## src/rtl/parking_gate_controller_pkg.sv

```systemverilog
// Shared types and defaults for the parking gate controller.
// Gate FSM states and direction encodings.
package parking_pkg;

  typedef enum logic [1:0] {
    IDLE,
    OPEN_IN,
    OPEN_OUT,
    CLOSE
  } gate_state_t;

  localparam logic DIR_IN  = 1'b0;
  localparam logic DIR_OUT = 1'b1;

  localparam int DEF_CAPACITY     = 8;
  localparam int DEF_GATE_TIMEOUT = 50;

endpackage

```

## src/rtl/parking_gate_controller_if.sv

```systemverilog
// Sensor/status bundle between debouncers, gate controller and display.
// master drives sensors and observes status; slave is the controller.
interface parking_gate_if #(
  parameter int CNT_W = 4
);

  logic             entry_req;
  logic             exit_req;
  logic             entry_pass;
  logic             exit_pass;
  logic             gate_open;
  logic             gate_dir;
  logic [CNT_W-1:0] occupancy;
  logic [CNT_W-1:0] free_spaces;
  logic             full;
  logic             empty;
  logic             reject;
  logic             timeout;

  modport master (
    output entry_req,
    output exit_req,
    output entry_pass,
    output exit_pass,
    input  gate_open,
    input  gate_dir,
    input  occupancy,
    input  free_spaces,
    input  full,
    input  empty,
    input  reject,
    input  timeout
  );

  modport slave (
    input  entry_req,
    input  exit_req,
    input  entry_pass,
    input  exit_pass,
    output gate_open,
    output gate_dir,
    output occupancy,
    output free_spaces,
    output full,
    output empty,
    output reject,
    output timeout
  );

endinterface

```

## src/rtl/parking_gate_controller_edge_detect.sv

```systemverilog
// Single-bit rising-edge detector for debounced sensor levels.
// Previous value resets high so a level held through reset is not an edge.
module edge_detect (
  input  logic clk,
  input  logic reset,
  input  logic i_d,
  output logic o_rise
);

  logic r_prev;

  always_ff @(posedge clk or negedge reset) begin
    if (!reset) r_prev <= 1'b1;
    else        r_prev <= i_d;
  end

  assign o_rise = i_d & ~r_prev;

endmodule

```

## src/rtl/parking_gate_controller.sv

```systemverilog
// Shared-barrier parking gate controller with occupancy tracking.
// Exit requests take priority; one-deep pending flags hold requests while busy.
module parking_gate_controller
  import parking_pkg::*;
#(
  parameter int CAPACITY     = DEF_CAPACITY,
  parameter int CNT_W        = 4,
  parameter int GATE_TIMEOUT = DEF_GATE_TIMEOUT,
  parameter int TMR_W        = 6
) (
  input logic           clk,
  input logic           reset,
  parking_gate_if.slave bus
);

  localparam logic [CNT_W-1:0] CAP_V = CNT_W'(CAPACITY);
  localparam logic [TMR_W-1:0] TMO_V = TMR_W'(GATE_TIMEOUT - 1);

  gate_state_t      r_state;
  logic [TMR_W-1:0] r_timer;
  logic             r_pend_in;
  logic             r_pend_out;
  logic             r_gate_open;
  logic             r_gate_dir;
  logic [CNT_W-1:0] r_occ;
  logic [CNT_W-1:0] r_free;
  logic             r_full;
  logic             r_empty;
  logic             r_reject;
  logic             r_timeout;

  logic             w_e_ereq;
  logic             w_e_xreq;
  logic             w_e_epass;
  logic             w_e_xpass;
  logic             w_src_in;
  logic             w_src_out;
  logic             w_pass;
  logic             w_inc;
  logic             w_dec;
  logic [CNT_W-1:0] w_occ_nxt;

  edge_detect u_ed_ereq (
    .clk   (clk),
    .reset (reset),
    .i_d   (bus.entry_req),
    .o_rise(w_e_ereq)
  );

  edge_detect u_ed_xreq (
    .clk   (clk),
    .reset (reset),
    .i_d   (bus.exit_req),
    .o_rise(w_e_xreq)
  );

  edge_detect u_ed_epass (
    .clk   (clk),
    .reset (reset),
    .i_d   (bus.entry_pass),
    .o_rise(w_e_epass)
  );

  edge_detect u_ed_xpass (
    .clk   (clk),
    .reset (reset),
    .i_d   (bus.exit_pass),
    .o_rise(w_e_xpass)
  );

  assign w_src_in  = w_e_ereq | r_pend_in;
  assign w_src_out = w_e_xreq | r_pend_out;

  assign w_pass = ((r_state == OPEN_IN) && w_e_epass) ||
                  ((r_state == OPEN_OUT) && w_e_xpass);

  assign w_inc = (r_state == OPEN_IN) && w_e_epass &&
                 (r_occ != CAP_V);
  assign w_dec = (r_state == OPEN_OUT) && w_e_xpass &&
                 (r_occ != '0);

  always_comb begin
    w_occ_nxt = r_occ;
    if (w_inc)      w_occ_nxt = r_occ + 1'b1;
    else if (w_dec) w_occ_nxt = r_occ - 1'b1;
  end

  always_ff @(posedge clk or negedge reset) begin
    if (!reset) begin
      r_state     <= IDLE;
      r_timer     <= '0;
      r_pend_in   <= 1'b0;
      r_pend_out  <= 1'b0;
      r_gate_open <= 1'b0;
      r_gate_dir  <= DIR_IN;
      r_occ       <= '0;
      r_free      <= CAP_V;
      r_full      <= 1'b0;
      r_empty     <= 1'b1;
      r_reject    <= 1'b0;
      r_timeout   <= 1'b0;
    end else begin
      r_reject  <= 1'b0;
      r_timeout <= 1'b0;
      r_occ     <= w_occ_nxt;
      r_free    <= CAP_V - w_occ_nxt;
      r_full    <= (w_occ_nxt == CAP_V);
      r_empty   <= (w_occ_nxt == '0);
      unique case (r_state)
        IDLE: begin
          if (w_src_out && !r_empty) begin
            r_state     <= OPEN_OUT;
            r_gate_open <= 1'b1;
            r_gate_dir  <= DIR_OUT;
            r_timer     <= '0;
            r_pend_out  <= 1'b0;
            if (w_e_ereq) r_pend_in <= 1'b1;
          end else begin
            // exit source while empty is simply dropped
            r_pend_out <= 1'b0;
            if (w_src_in && !r_full) begin
              r_state     <= OPEN_IN;
              r_gate_open <= 1'b1;
              r_gate_dir  <= DIR_IN;
              r_timer     <= '0;
              r_pend_in   <= 1'b0;
            end else if (w_src_in) begin
              r_reject  <= 1'b1;
              r_pend_in <= 1'b0;
            end
          end
        end
        OPEN_IN, OPEN_OUT: begin
          if (w_e_ereq) r_pend_in  <= 1'b1;
          if (w_e_xreq) r_pend_out <= 1'b1;
          if (w_pass) begin
            r_state     <= CLOSE;
            r_gate_open <= 1'b0;
          end else if (r_timer == TMO_V) begin
            r_state     <= CLOSE;
            r_gate_open <= 1'b0;
            r_timeout   <= 1'b1;
          end else begin
            r_timer <= r_timer + 1'b1;
          end
        end
        CLOSE: begin
          if (w_e_ereq) r_pend_in  <= 1'b1;
          if (w_e_xreq) r_pend_out <= 1'b1;
          r_state <= IDLE;
        end
        default: begin
          r_state     <= IDLE;
          r_gate_open <= 1'b0;
        end
      endcase
    end
  end

  assign bus.gate_open   = r_gate_open;
  assign bus.gate_dir    = r_gate_dir;
  assign bus.occupancy   = r_occ;
  assign bus.free_spaces = r_free;
  assign bus.full        = r_full;
  assign bus.empty       = r_empty;
  assign bus.reject      = r_reject;
  assign bus.timeout     = r_timeout;

endmodule

```

## src/flat_wrapper.sv

```systemverilog
// flat-port wrapper written by rule: the top's interface ports become plain ports
module parking_gate_controller_flat import parking_pkg::*;
#(
  parameter int CAPACITY     = DEF_CAPACITY,
  parameter int CNT_W        = 4,
  parameter int GATE_TIMEOUT = DEF_GATE_TIMEOUT,
  parameter int TMR_W        = 6
)
  (clk, reset, bus_entry_req, bus_exit_req, bus_entry_pass, bus_exit_pass, bus_gate_open, bus_gate_dir, bus_occupancy, bus_free_spaces, bus_full, bus_empty, bus_reject, bus_timeout);
  parking_gate_if #(.CNT_W(CNT_W)) bus_i ();
  input logic clk;
  input logic reset;
  input wire logic [$bits(bus_i.entry_req)-1:0] bus_entry_req;
  input wire logic [$bits(bus_i.exit_req)-1:0] bus_exit_req;
  input wire logic [$bits(bus_i.entry_pass)-1:0] bus_entry_pass;
  input wire logic [$bits(bus_i.exit_pass)-1:0] bus_exit_pass;
  output wire logic [$bits(bus_i.gate_open)-1:0] bus_gate_open;
  output wire logic [$bits(bus_i.gate_dir)-1:0] bus_gate_dir;
  output wire logic [$bits(bus_i.occupancy)-1:0] bus_occupancy;
  output wire logic [$bits(bus_i.free_spaces)-1:0] bus_free_spaces;
  output wire logic [$bits(bus_i.full)-1:0] bus_full;
  output wire logic [$bits(bus_i.empty)-1:0] bus_empty;
  output wire logic [$bits(bus_i.reject)-1:0] bus_reject;
  output wire logic [$bits(bus_i.timeout)-1:0] bus_timeout;
  assign bus_i.entry_req = bus_entry_req;
  assign bus_i.exit_req = bus_exit_req;
  assign bus_i.entry_pass = bus_entry_pass;
  assign bus_i.exit_pass = bus_exit_pass;
  assign bus_gate_open = bus_i.gate_open;
  assign bus_gate_dir = bus_i.gate_dir;
  assign bus_occupancy = bus_i.occupancy;
  assign bus_free_spaces = bus_i.free_spaces;
  assign bus_full = bus_i.full;
  assign bus_empty = bus_i.empty;
  assign bus_reject = bus_i.reject;
  assign bus_timeout = bus_i.timeout;
  parking_gate_controller #(.CAPACITY(CAPACITY), .CNT_W(CNT_W), .GATE_TIMEOUT(GATE_TIMEOUT), .TMR_W(TMR_W)) u_core (.clk(clk), .reset(reset), .bus(bus_i));
endmodule
```

## config.mk

```make
export PLATFORM = sky130hd
export DESIGN_NAME = parking_gate_controller_flat
export DESIGN_NICKNAME = d
export VERILOG_FILES = /design/src/rtl/parking_gate_controller_pkg.sv /design/src/rtl/parking_gate_controller_if.sv /design/src/rtl/parking_gate_controller_edge_detect.sv /design/src/rtl/parking_gate_controller.sv /design/src/flat_wrapper.sv
export SDC_FILE = /design/constraint.sdc
export NUM_CORES = 1
export LEC_CHECK = 0
export ABC_AREA = 1
export ABC_CLOCK_PERIOD_IN_PS = 3150
export CAP_MARGIN = 10
export CORE_AREA = 2 2 81 83
export DETAILED_ROUTE_END_ITERATION = 10
export DIE_AREA = 0 0 83 85
export GPL_TIMING_DRIVEN = 1
export SETUP_SLACK_MARGIN = 0.05
export SLEW_MARGIN = 30
export SYNTH_ARGS = -nofsm -noshare
export SYNTH_HDL_FRONTEND = slang
export SYNTH_SLANG_ARGS = --single-unit
```

## constraint.sdc

```tcl
create_clock -name clk -period 3.15 [get_ports clk]
set_input_delay 0.63 -clock clk [delete_from_list [all_inputs] [get_ports clk]]
set_output_delay 0.63 -clock clk [all_outputs]
set_load 0.05 [all_outputs]
```

======== Word level (Yosys, flattened, before mapping) ========
Cells that the tools add are included.
Widths: inputs -> output; s select.
cells by class
  add/subtract/negate cells ............... 4
  multiply operators ...................... 0
  div/mod/pow operators ................... 0
  $lt $le $gt $ge ......................... 0
  equal/unequal tests ..................... 12
  shift operators ......................... 0
  multiplexer cells ....................... 33
  bitwise gates (word level) .............. 10
  reductions and logical operators ........ 20
operators with widths
  kind                 count
  $mux 6               4
  $mux 1               18
  $pmux 6 s2           1
  $mux 2               4
  $mux 4               2
  $add 6x1->6 const B  1
  $eq 6x6->1 const B   1
  $logic_and 1x1->1    6
  $ne 3x1->1 const B   2
  $pmux 1 s2           3
  $pmux 2 s3           1
  $add 4x1->4 const B  1
  $and 1x1->1          4
  $eq 2x2->1 const B   2
  $eq 4x4->1 const B   1
  $logic_not 4->1      1
  $ne 2x2->1 const B   2
  $ne 4x1->1 const B   1
  $ne 4x4->1 const B   1
  $not 1->1            4
  $reduce_and 2->1     2
  $reduce_and 4->1     1
  $reduce_bool 2->1    2
  $reduce_bool 4->1    1
  11 further kinds     13
word-level totals
  register bits ........................... 28
  bits in latches ......................... 0
  memory bits (writable) .................. 0
  ROM bits ................................ 0
  input bits .............................. 6
  output and inout port bits .............. 14
  memories ................................ 0

======== Logic depth before layout (Yosys ltp) ========
Gate-level depths: netlist of run 1.
  depth in word-level cells ............... 7
  gate-level depth with buffers ........... 12
  gate-level depth less buffers ........... 12

======== Hierarchy ========
A second synthesis of run 1 with hierarchy kept.
second synthesis, totals
  cell total of the unflattened synthesis .. 181
  area total of the unflattened synthesis .. 1,485.2 um^2
by module, submodules not included
  module                   times used  cells an instance  area an instance (um^2)  seq. area each (um^2)
  parking_gate_controller  1           169                1,340.0                  578.1
  edge_detect              4           3                  36.3                     26.3

======== Least setup slack after synthesis of run 1 ========
Ideal clock, no wire load.
  kind .................................... flip-flop to flip-flop
  start point ............................. reg u_core.r_occ[0], in the netlist u_core.bus.occupancy[0]
  end point ............................... reg u_core.r_free[2], in the netlist u_core.bus.free_spaces[2]
  library setup time ...................... 0.122 ns
  data arrival time ....................... 1.927 ns
  data required time ...................... 3.028 ns
  setup slack ............................. 1.101 ns
  stages on the path, launching flop included .. 11
  path buffers ............................ 0
  path through ............................ dfrtp_1 > inv_1 > ha_1 > nand3_2 > nand2_2 > nand2_1 > nand3_1 > nand2_1 > inv_1 > ha_1 > xor2_1
between the ends
  longest elaborated chain between the ends .. 5
RTL lines
  what                                                 line                            source
  start: declaration                                   parking_gate_controller.sv:25   logic [CNT_W-1:0] r_occ;
  start signal: assignment                             parking_gate_controller.sv:105  r_occ <= w_occ_nxt;
  branches (longest 3 deep; another with $sub 4x1->4)  n/a
  $mux 4 *                                             parking_gate_controller.sv:84   if (w_inc) w_occ_nxt = r_occ + 1'b1;
  via u_core.w_occ_nxt[1]                              parking_gate_controller.sv:41   logic [CNT_W-1:0] w_occ_nxt;
  $sub 4x4->4 *                                        parking_gate_controller.sv:106  r_free <= CAP_V - w_occ_nxt;
  end signal: assignment                               parking_gate_controller.sv:106
  end: declaration                                     parking_gate_controller.sv:26   logic [CNT_W-1:0] r_free;
Mark *: on every way through the listed nets, which the timed path passes.
A chain may end at the register's enable or synchronous reset.

======== Final worst setup path of run 1 ========
  start point ............................. reg u_core.r_empty, in the netlist u_core.bus.empty
  end point ............................... out bus_empty
RTL lines
  what                      line                            source
  start: declaration        parking_gate_controller.sv:28   logic r_empty;
  start signal: assignment  parking_gate_controller.sv:108  r_empty <= (w_occ_nxt == '0);
  end: declaration          flat_wrapper.sv:22              output wire logic [$bits(bus_i.empty)-1:0] bus_empty;
No word-level cell between the ends.

==> results of run 1 <==
per-layer routing:
metal  vias up  global-route usage
met2        18               0.145
li1        591                   -
met4         0              0.0358
met3         4              0.0117
met1       508               0.111
met5         -                   0
cell usage after synthesis, types with 2 or more instances:
cell / number
ha_1: 10
nor2_4: 2
nand3_1: 11
xor2_1: 4
o21ai_0: 6
nand4_1: 4
nand2_4: 2
inv_2: 3
inv_1: 20
nand2_2: 7
nor2_1: 13
dfrtp_1: 21
nand2_1: 43
dfstp_2: 6
o21ai_1: 2
a21oi_1: 4
nand3_2: 2
state kept, by name, indices dropped and copies added, names as in the netlist:
| signal | count |
|---|---|
| u_core.bus.free_spaces | 3 |
| u_core.bus.gate_dir | 1 |
| u_core.u_ed_xpass.r_prev | 1 |
| u_core.bus.reject | 1 |
| u_core.u_ed_epass.r_prev | 1 |
| u_core.u_ed_xreq.r_prev | 1 |
| u_core.r_pend_in | 1 |
| u_core.bus.full | 1 |
| u_core.bus.timeout | 1 |
| u_core.u_ed_ereq.r_prev | 1 |
| u_core.bus.gate_open | 1 |
| u_core.r_state | 2 |
| u_core.r_pend_out | 1 |
| u_core.bus.empty | 1 |
| u_core.r_timer | 6 |
| u_core.bus.occupancy | 4 |
power by group through the flow:
stage | Combinational [mW] | Sequential (mW) | Clock, mW
3_3_place_gp | 1.09 | 0.581 | 0
5_1_grt | 1.21 | 0.597 | 0.224
3_5_place_dp | 1.09 | 0.582 | 0
2_1_floorplan | 0.602 | 0.783 | 0
4_1_cts | 1.10 | 0.578 | 0.214
6_report | 1.08 | 0.577 | 0.199
worst max path at each step:
stage                       startpoint                   endpoint  slack (ns)  cells past startpoint
6_report              u_core.bus.empty                  bus_empty        0.90                      1
3_5_place_dp             bus_exit_pass  u_core.bus.free_spaces[2]        0.83                     10
2_1_floorplan  u_core.bus.occupancy[0]  u_core.bus.free_spaces[2]        1.10                     10
4_1_cts               u_core.bus.empty                  bus_empty        0.87                      1
5_1_grt               u_core.bus.empty                  bus_empty        0.85                      1
3_3_place_gp             bus_exit_pass  u_core.bus.free_spaces[2]        0.88                     10
per-stage QoR:
stage / power, mW / worst slack [ns]
2_1_floorplan: 1.39 / 1.10
3_3_place_gp: 1.67 / 0.881
3_5_place_dp: 1.68 / 0.830
4_1_cts: 1.89 / 0.869
5_1_grt: 2.03 / 0.851
6_report: 1.85 / 0.900
cell type report:
class | instances | area, um2 | area share
repair buffers | 20 | 198 | 0.108
flip-flops and latches | 27 | 683 | 0.374
clock buffers | 3 | 41.3 | 0.0226
well taps | 77 | 96.3 | 0.0528
clock inverters | 1 | 5.00 | 0.00274
inverters | 24 | 91.3 | 0.0501
multi-input cells | 120 | 709 | 0.389
logic make-up (layout without fill, tap and decap cells):
| kind of cell | count (synthesis) | in the layout | share of synthesized area |
|---|---|---|---|
| AO/OA/AOI/OAI | 18 | 18 | 0.0822 |
| XOR/XNOR | 5 | 5 | 0.0294 |
| adder cells (fa/ha/maj) | 10 | 10 | 0.0839 |
| buffers and inverters | 25 | 48 | 0.0663 |
| flip-flops | 27 | 27 | 0.458 |
| AND/OR/NAND/NOR | 87 | 87 | 0.280 |
==> impl_results.md, run 1 <==
- Status: finished clean
- Number of remaining DRC errors: 0
- Met2 wire len: about 1.4 mm
- Initial antenna violation count: 0
- Worst reg-to-reg path cell count: 11
- P_int: between 0.9 and 1 mW
- EDFF count, synth: 0
- WL met3: 66 um
- RSZ-0062 raised after global routing: no
- Initial drt markers: 47
- Post-Layout Cell Count: between 200 and 300
- CP cell instances: clkdlybuf4s50_1
- Hold_buf cts: 0
- Via count: 1121
- Longest Clk Path Bufs: 2
- Die W: 83 um
- Cell taking the most area after synthesis: dfrtp_1
- Layout net count: ~210
- RR Endpoint: u_core.bus.free_spaces[2]
- CP endpoint kind: primary output
- Vias in the first global route: 1129
- Synthesis-to-layout area growth: 22.3%
- Crit path max-delay family: buffers and inverters
- Final Util: 0.294
- Routed len/inst: 10.4 um
- CORE AREA: 6200 um2
- H-tree levels: 1
- Combinational power share: 0.582
- Clock Sinks: 27
- Post-Syn Area: 1490 um2
- Min-Delay Startpoint: u_core.bus.gate_open
- Area after DPL: 1780 um2
- Sequential share of the synthesized area: 0.458
- Antenna diode count: 0
- Post-CTS Setup Inserts: 0
- Max-slew headroom: 0.660
- Vias/cell: 4.12
- Fill count: 659
- Crit path DAT: 1.62 ns
- Crit-path max FO: 2
- Total CTS buffers: 3
- YS warnings: 0
- Most frequent cells in the layout: nand2_1 (43), dfrtp_1 (21), inv_1 (20)
- Hold WS: 0.527 ns
- First-pass GRT wire length: 4.96 mm
- Pin count of the biggest net entering global routing: 28
- Layout Skew: between 0.003 and 0.004 ns
- Hold WC Path Type: flop to flop
- Slew @ Worst Pin: 0.509 ns
- Fin area: 1820 um2
- TritonCTS clock tree: done
- Most common cell after layout, fill and taps aside: nand2_1
- P_leak: 0.859 nW
- Slew Viols, Final: 0
- GRT overflow: 0
- Routability cong.: 0.768
- Maximum clock frequency: about 440 MHz
- Switch share: 0.498
- Slowest cell on crit path: clkdlybuf4s50_1
- Fin crit share: 0.714
- Mapped Nets: ~190
- Critical path class: flop to primary output
- Highest Signal Layer: met4
- Share of cells above drive strength 1: 0.174
- VDD IR max: 0.585 mV
- Std-Cell Rows: 29
- Setup violations, final: 0
- Detailed placement HPWL: 2.16 mm
- Worst Path Buf+Inv: 1
- Cts repair resizes: 0
- Root Driver: clkbuf_8
- Initial Util: 0.240
- Tot GR Track Use: 0.0859
- Chip height: 85 um
- Sw power: just over 0.9 mW
- Drt pass-1 iters: 4
- Placed Cells incl. Taps: around 270
- Post-Route WL: roughly 2.8 mm
- Flop pwr share: 0.311
- Clock power share: 0.107
- Worst R2R Start: u_core.r_state[0]
- Yosys cell types: 29
- Clock slew seen by the registers of the worst setup and hold paths: around 0.090 ns
- Num ports: 20
- Main synth FF type: dfrtp_1
- R2r setup slk: approximately 1.3 ns
- Antenna viol nets, final: 0
- Fraction of registers with async set/reset: 1.00
- Critical Path RT: 2.52 ns
- Min cycle time layout: 2.25 ns
- Top cell type's share of synthesized area: 0.352
- Hold endpoint: u_core.bus.gate_open
- Crit-path max cell delay: just over 0.8 ns
- Die area: about 7100 um2
- Hold Fails Final Rpt: 0
- Hold Path Cell Cnt: 2
- Flops & latches, synth: 27
- CP startpoint kind: flop
- Post-Synthesis Cells: about 170
- Syn Area/Cell: 8.67 um2
- Port bufs: 19
- Clk Latency, worst-skew pair: 0.27 ns
- Largest cells by area after synthesis: dfrtp_1 (35%), nand2_1 (11%), dfstp_2 (11%), ha_1 (8.4%), inv_1 (5.0%)
- DRT met1 WL: about 1.4 mm
- # Max-Cap Violations: 0
- Pwr dens: 1020 nW/um2
- Setup TNS: 0 ns
Note: power is estimated with default switching activity, not from simulation.
==> run 2: changes to the inputs <==
--- a/config.mk
+++ b/config.mk
@@ -6,7 +6,7 @@
 export NUM_CORES = 1
 export LEC_CHECK = 0
 export ABC_AREA = 1
-export ABC_CLOCK_PERIOD_IN_PS = 3150
+export ABC_CLOCK_PERIOD_IN_PS = 1900
 export CAP_MARGIN = 10
 export CORE_AREA = 2 2 81 83
 export DETAILED_ROUTE_END_ITERATION = 10
==> constraint.sdc (replaced) <==
create_clock -name clk -period 1.9 [get_ports clk]
set_input_delay 0.38 -clock clk [delete_from_list [all_inputs] [get_ports clk]]
set_output_delay 0.38 -clock clk [all_outputs]
set_load 0.05 [all_outputs]
==> run 2 against run 1 <==
Against the previous run: critical path depth is the same; count of clock-buffer cells in the layout is the same; final area grew 4.0%; final cell count grew 2.9%; non-clock buffer count grew 8; global-route usage grew 0.45 points; first-iteration DRC count shrank 49%; sequential power grew 63%; via count grew 4.0%; setup slack lost 0.80 ns; clock skew grew 0.0038 ns; sequential share of layout area shrank 1.3 points; largest power group unchanged.
==> impl_results.md, run 2 (synthesis results as in run 1) <==
- Chip height: 85 um (unchanged)
- Most frequent cells in the layout: nand2_1 (42), buf_4 (19), dfrtp_1 (19)
- Vias in the first global route: 1167 (+3.4%)
- M2 GR Usage: 0.154 (+0.00880)
- CP cell instances: clkdlybuf4s50_1
- Hold Fails Final Rpt: 0 (unchanged)
- Multi-input gate area: 742 um2 (+4.6%)
- Maximum clock frequency: around 560 MHz
- Slew Viols, Final: 0 (unchanged)
- Setup violations, final: 0 (unchanged)
- RSZ-0062 raised after global routing: no
- Grt met1 use: 0.112 (+0.000870)
- Num ports: 20 (unchanged)
- Setup TNS: 0 ns (unchanged)
- Share of cells above drive strength 1: 0.305 (+0.131)
- Clk Latency, worst-skew pair: 0.27 ns (about the same)
- Synthesis-to-layout area growth: 27.2%
- Via count: 1166 (+4.0%)
- CP startpoint kind: flop
- CP endpoint kind: primary output
- Final worst slack: 0.0999 ns (-0.800 ns)
- Fin crit share: 0.947
- Antenna diode count: 0 (unchanged)
- Biggest register: u_core.r_timer
- Layout Skew: 0.00698 ns (+0.00383 ns)
- Antenna viol nets, final: 0 (unchanged)
- Worst reg-to-reg path cell count: 10 (-1)
- Status: finished clean
- Max-slew headroom: 0.665 (+0.00587)
- Routability cong.: 0.776 (+1.1%)
- Pwr dens: 1670 nW/um2 (+64%)
- Crit-path max cell delay: 0.80 ns (about the same)
- Pin count of the biggest net entering global routing: 28 (unchanged)
- First-pass GRT wire length: 5.22 mm (+5.3%)
- Placed Cells incl. Taps: 276 (+3.0%)
- Drt pass-1 iters: 4 (unchanged)
- Number of remaining DRC errors: 0 (unchanged)
- Std-Cell Rows: 29 (unchanged)
- Setup WS pre-CTS: -0.0644 ns (-0.895 ns)
- Clock slew seen by the registers of the worst setup and hold paths: 0.10 ns (about the same)
- Hold WS: 0.484 ns (-0.0423 ns)
- Initial Util: 0.240 (unchanged)
- Crit path max-delay family: buffers and inverters
- Hold WC Path Type: primary input to asynchronous set/reset pin
- Post-Route WL: 3.01 mm (+6.0%)
- Global route hottest layer: met2
- Crit-path max FO: 1 (-1)
- Vias/cell: 4.16 (+1.0%)
- Slew @ Worst Pin: 0.500 ns (-0.00878 ns)
- Critical path class: flop to primary output
- Fin area: 1900 um2 (+4.0%)
- Post-Layout Cell Count: 280 (+2.9%)
- Total CTS buffers: 3 (unchanged)
- Min cycle time layout: 1.80 ns
- Initial drt markers: 24 (-49%)
- H-tree levels: 1 (unchanged)
- Worst Path Buf+Inv: 1 (unchanged)
- Total power: 3.17 mW (+71%)
- Max reg flops: 6 (unchanged)
- Tot GR Track Use: 0.0904 (+0.00448)
- Initial antenna violation count: 0 (unchanged)
- Detailed placement HPWL: 2.31 mm (+6.8%)
- Final Util: 0.306 (+0.0117)
- Post-CTS Setup Inserts: 0 (unchanged)
- Fill count: 652 (-1.1%)
- VDD IR max: 0.786 mV (+34%)
- CORE AREA: 6200 um2 (unchanged)
- Most common cell after layout, fill and taps aside: nand2_1
- Root Driver: clkbuf_8
- Longest Clk Path Bufs: 2 (unchanged)
- Critical Path RT: 1.52 ns (-1.00 ns)
- Crit path DAT: 1.42 ns (-0.20 ns)
- Layout net count: 220 (+3.8%)
- Slowest cell on crit path: clkdlybuf4s50_1
- Die area: 7060 um2 (unchanged)
- Clock Sinks: 27 (unchanged)
- P_leak: 0.898 nW (+4.7%)
- Die W: 83 um (unchanged)
- WP depth: 1 (unchanged)
- Port bufs: 19 (unchanged)
- Area after DPL: 1820 um2 (+2.1%)
- Register area: 686 um2 (+0.37%)
- Met3 Use GR: 0.0165 (+0.00486)
- Routed len/inst: 10.8 um (+3.0%)
- TritonCTS clock tree: done
- # Max-Cap Violations: 0 (unchanged)
- GRT overflow: 0 (unchanged)
[run 2: cell types whose count changed in the layout (fill, tap and decap cells not counted), sizes merged]
cell	delta
buf	+18
clkinv	-1
clkinvlp	+1
clkdlybuf4s50	-10
[run 2: timing repair]
item / in CTS / in global routing
hold buffers: 0 / 0
gates resized for setup: 0 / 9
endpoints found under the setup margin: 0 / 8
[run 2: layer usage]
metal  up-vias  wire length [um]
li1        607                 -
met1       539              1440
met2        16              1430
met3         4                90
met4         0                46
met5         -                 0
[run 2: cell type report]
class | count | share of cell area
inverter | 24 | 0.0482
tap | 77 | 0.0508
clock inverter | 1 | 0.00396
sequential | 27 | 0.361
timing repair buffer | 28 | 0.123
clock buffer | 3 | 0.0218
multi-input combinational | 120 | 0.391
[run 2: where the power goes]
group / total [mW] / switching [mW] / internal (mW)
clock: 0.332 / 0.183 / 0.149
combinational: 1.90 / 1.23 / 0.667
sequential: 0.941 / 0.158 / 0.783
[run 2: final timing paths]
check / from / endpoint / slack [ns]
max: u_core.bus.free_spaces[1] / bus_free_spaces[1] / 0.1
min: reset / u_core.r_timer[4] / 0.48
max reg2reg: u_core.bus.occupancy[0] / u_core.bus.free_spaces[2] / 0.19
min reg2reg: u_core.bus.gate_open / u_core.bus.gate_open / 0.52
max in group asynchronous: reset / u_core.u_ed_xpass.r_prev / 1.11
min in group clk: u_core.bus.gate_open / u_core.bus.gate_open / 0.52
==> run 3: changes to the inputs <==
--- a/config.mk
+++ b/config.mk
@@ -12,6 +12,7 @@
 export DETAILED_ROUTE_END_ITERATION = 10
 export DIE_AREA = 0 0 83 85
 export GPL_TIMING_DRIVEN = 1
+export MAX_ROUTING_LAYER = met4
 export SETUP_SLACK_MARGIN = 0.05
 export SLEW_MARGIN = 30
 export SYNTH_ARGS = -nofsm -noshare
==> run 3 against run 2 <==
Against the previous run: first-iteration DRC count increased by 54%; final cell count unchanged; wire length increased by 0.27%; power about the same; largest power group unchanged.
==> impl_results.md, run 3 (synthesis results as in run 1) <==
- Multi-input gate area: 742 um2 (unchanged)
- Critical Path RT: 1.52 ns (about the same)
- Hold WC Path Type: primary input to asynchronous set/reset pin
- H-tree levels: 1 (unchanged)
- Status: finished clean
- Detailed placement HPWL: 2.31 mm (unchanged)
- Biggest register: u_core.r_timer
- Drt pass-1 iters: 4 (unchanged)
- Worst Path Buf+Inv: 1 (unchanged)
- Clock Sinks: 27 (unchanged)
- Die area: 7060 um2 (unchanged)
- Via count: 1170 (+0.34%)
- Initial antenna violation count: 0 (unchanged)
- Crit-path max cell delay: 0.80 ns (about the same)
- Most common cell after layout, fill and taps aside: nand2_1
- Clock power share: 0.106 (about the same)
- Clock slew seen by the registers of the worst setup and hold paths: 0.10 ns (about the same)
- Total CTS buffers: 3 (unchanged)
- Layout Skew: 0.00983 ns (+0.00284 ns)
- R2r setup slk: 0.19 ns (about the same)
- P_leak: 0.898 nW (unchanged)
- Combinational power share: 0.598 (about the same)
- Number of remaining DRC errors: 0 (unchanged)
- TritonCTS clock tree: done
- Fin crit share: 0.950 (+0.00213)
- Switch share: 0.496 (about the same)
- Routed len/inst: 10.8 um (+0.27%)
- Worst R2R Start: u_core.bus.occupancy[0]
- Post-CTS Setup Inserts: 0 (unchanged)
- Maximum clock frequency: 554 MHz (-0.22%)
- Register area: 686 um2 (unchanged)
- Post-Route WL: 3.02 mm (+0.27%)
- Vias in the first global route: 1170 (+0.26%)
- Sw power: 1.57 mW (+0.14%)
- CP startpoint kind: flop
- Layout net count: 220 (unchanged)
- Tot GR Track Use: 0.0929 (+0.00252)
- Pin count of the biggest net entering global routing: 28 (unchanged)
- Synthesis-to-layout area growth: 27.2% (unchanged)
- Antenna diode count: 0 (unchanged)
- Clk Latency, worst-skew pair: 0.28 ns (about the same)
- Max reg flops: 6 (unchanged)
- VDD IR max: 0.785 mV (about the same)
- Std-Cell Rows: 29 (unchanged)
- CORE AREA: 6200 um2 (unchanged)
- Setup WS pre-CTS: -0.0644 ns (unchanged)
- Routability cong.: 0.787 (+1.4%)
- RR Endpoint: u_core.bus.free_spaces[2]
- Initial Util: 0.240 (unchanged)
- Crit path DAT: 1.42 ns (about the same)
- Most frequent cells in the layout: nand2_1 (42), buf_4 (19), dfrtp_1 (19)
- Crit-path max FO: 1 (unchanged)
- Share of cells above drive strength 1: 0.305 (unchanged)
- Die W: 83 um (unchanged)
- Num ports: 20 (unchanged)
- Final Util: 0.306 (unchanged)
- First-pass GRT wire length: 5.21 mm (-0.27%)
- Hold Fails Final Rpt: 0 (unchanged)
- Flop pwr share: 0.297 (about the same)
- Port bufs: 19 (unchanged)
- Slew Viols, Final: 0 (unchanged)
- # Max-Cap Violations: 0 (unchanged)
- Longest Clk Path Bufs: 2 (unchanged)
- Crit path max-delay family: buffers and inverters
- Fill count: 652 (unchanged)
- GRT overflow: 0 (unchanged)
- Slowest cell on crit path: clkdlybuf4s50_1
- P_int: 1.60 mW (about the same)
- Hold WS: 0.482 ns (-0.00258 ns)
- CP cell instances: clkdlybuf4s50_1
- Initial drt markers: 37 (+54%)
- CP endpoint kind: primary output
- Root Driver: clkbuf_8
- Worst reg-to-reg path cell count: 10 (unchanged)
- RSZ-0062 raised after global routing: no
- Min cycle time layout: 1.80 ns (+0.00405 ns)
- Antenna viol nets, final: 0 (unchanged)
- Critical path class: flop to primary output
- Setup violations, final: 0 (unchanged)
- Vias/cell: 4.18 (+0.34%)
- Chip height: 85 um (unchanged)
- Slew @ Worst Pin: 0.500 ns (-0.000518 ns)
- Max-slew headroom: 0.666 (about the same)
- Setup TNS: 0 ns (unchanged)
- Final worst slack: 0.0958 ns (-0.00405 ns)
- Pwr dens: 1670 nW/um2 (about the same)
[run 3: cell counts in the layout (fill, tap and decap cells not counted)]
No cell type changed its count.
[run 3: area by class of cell]
| type | count | share of cell area |
|---|---|---|
| well taps | 77 | 0.0508 |
| flip-flops and latches | 27 | 0.361 |
| repair buffers | 28 | 0.123 |
| clock buffers | 3 | 0.0218 |
| multi-input cells | 120 | 0.391 |
| inverters | 24 | 0.0482 |
| clock inverters | 1 | 0.00396 |
[run 3: power by group through the flow]
stage / registers (mW) / clock network (mW) / logic (mW)
2_1_floorplan: 1.31 / 0 / 0.999
3_3_place_gp: 0.947 / 0 / 1.84
3_5_place_dp: 0.948 / 0 / 1.84
4_1_cts: 0.938 / 0.353 / 1.86
5_1_grt: 0.972 / 0.373 / 2.13
6_report: 0.941 / 0.335 / 1.90
[run 3: routing by layer]
metal | up-vias | global-route usage | share of wire
li1 | 608 | - | -
met1 | 541 | 0.112 | 0.48
met2 | 17 | 0.153 | 0.47
met3 | 4 | 0.0165 | 0.031
met4 | 0 | 0.0402 | 0.014
met5 | - | - | 0
[run 3: how the worst max path moves through the flow]
stage	start	endpoint	slack, ns	cells past startpoint
floorplan	u_core.bus.occupancy[0]	u_core.bus.free_spaces[2]	0.08	9
global placement	bus_entry_pass	u_core.bus.free_spaces[2]	-0.03	10
detailed placement	bus_entry_pass	u_core.bus.free_spaces[2]	-0.06	10
CTS	u_core.bus.free_spaces[1]	bus_free_spaces[1]	0.08	1
global route	u_core.bus.occupancy[0]	u_core.bus.full	0.04	11
finish	u_core.bus.free_spaces[1]	bus_free_spaces[1]	0.1	1
[run 3: what timing repair did]
item | CTS | global route
hold buffers | 0 | 0
setup endpoints to repair | 0 | 8
resized for setup | 0 | 9
[run 3: per-stage QoR]
stage	cell area, um2	std cells	power (mW)
3_3_place_gp	1820	276	2.78
3_5_place_dp	1820	276	2.79
4_1_cts	1860	280	3.15
6_report	1900	280	3.17
2_1_floorplan	1490	172	2.30
5_1_grt	1900	280	3.47
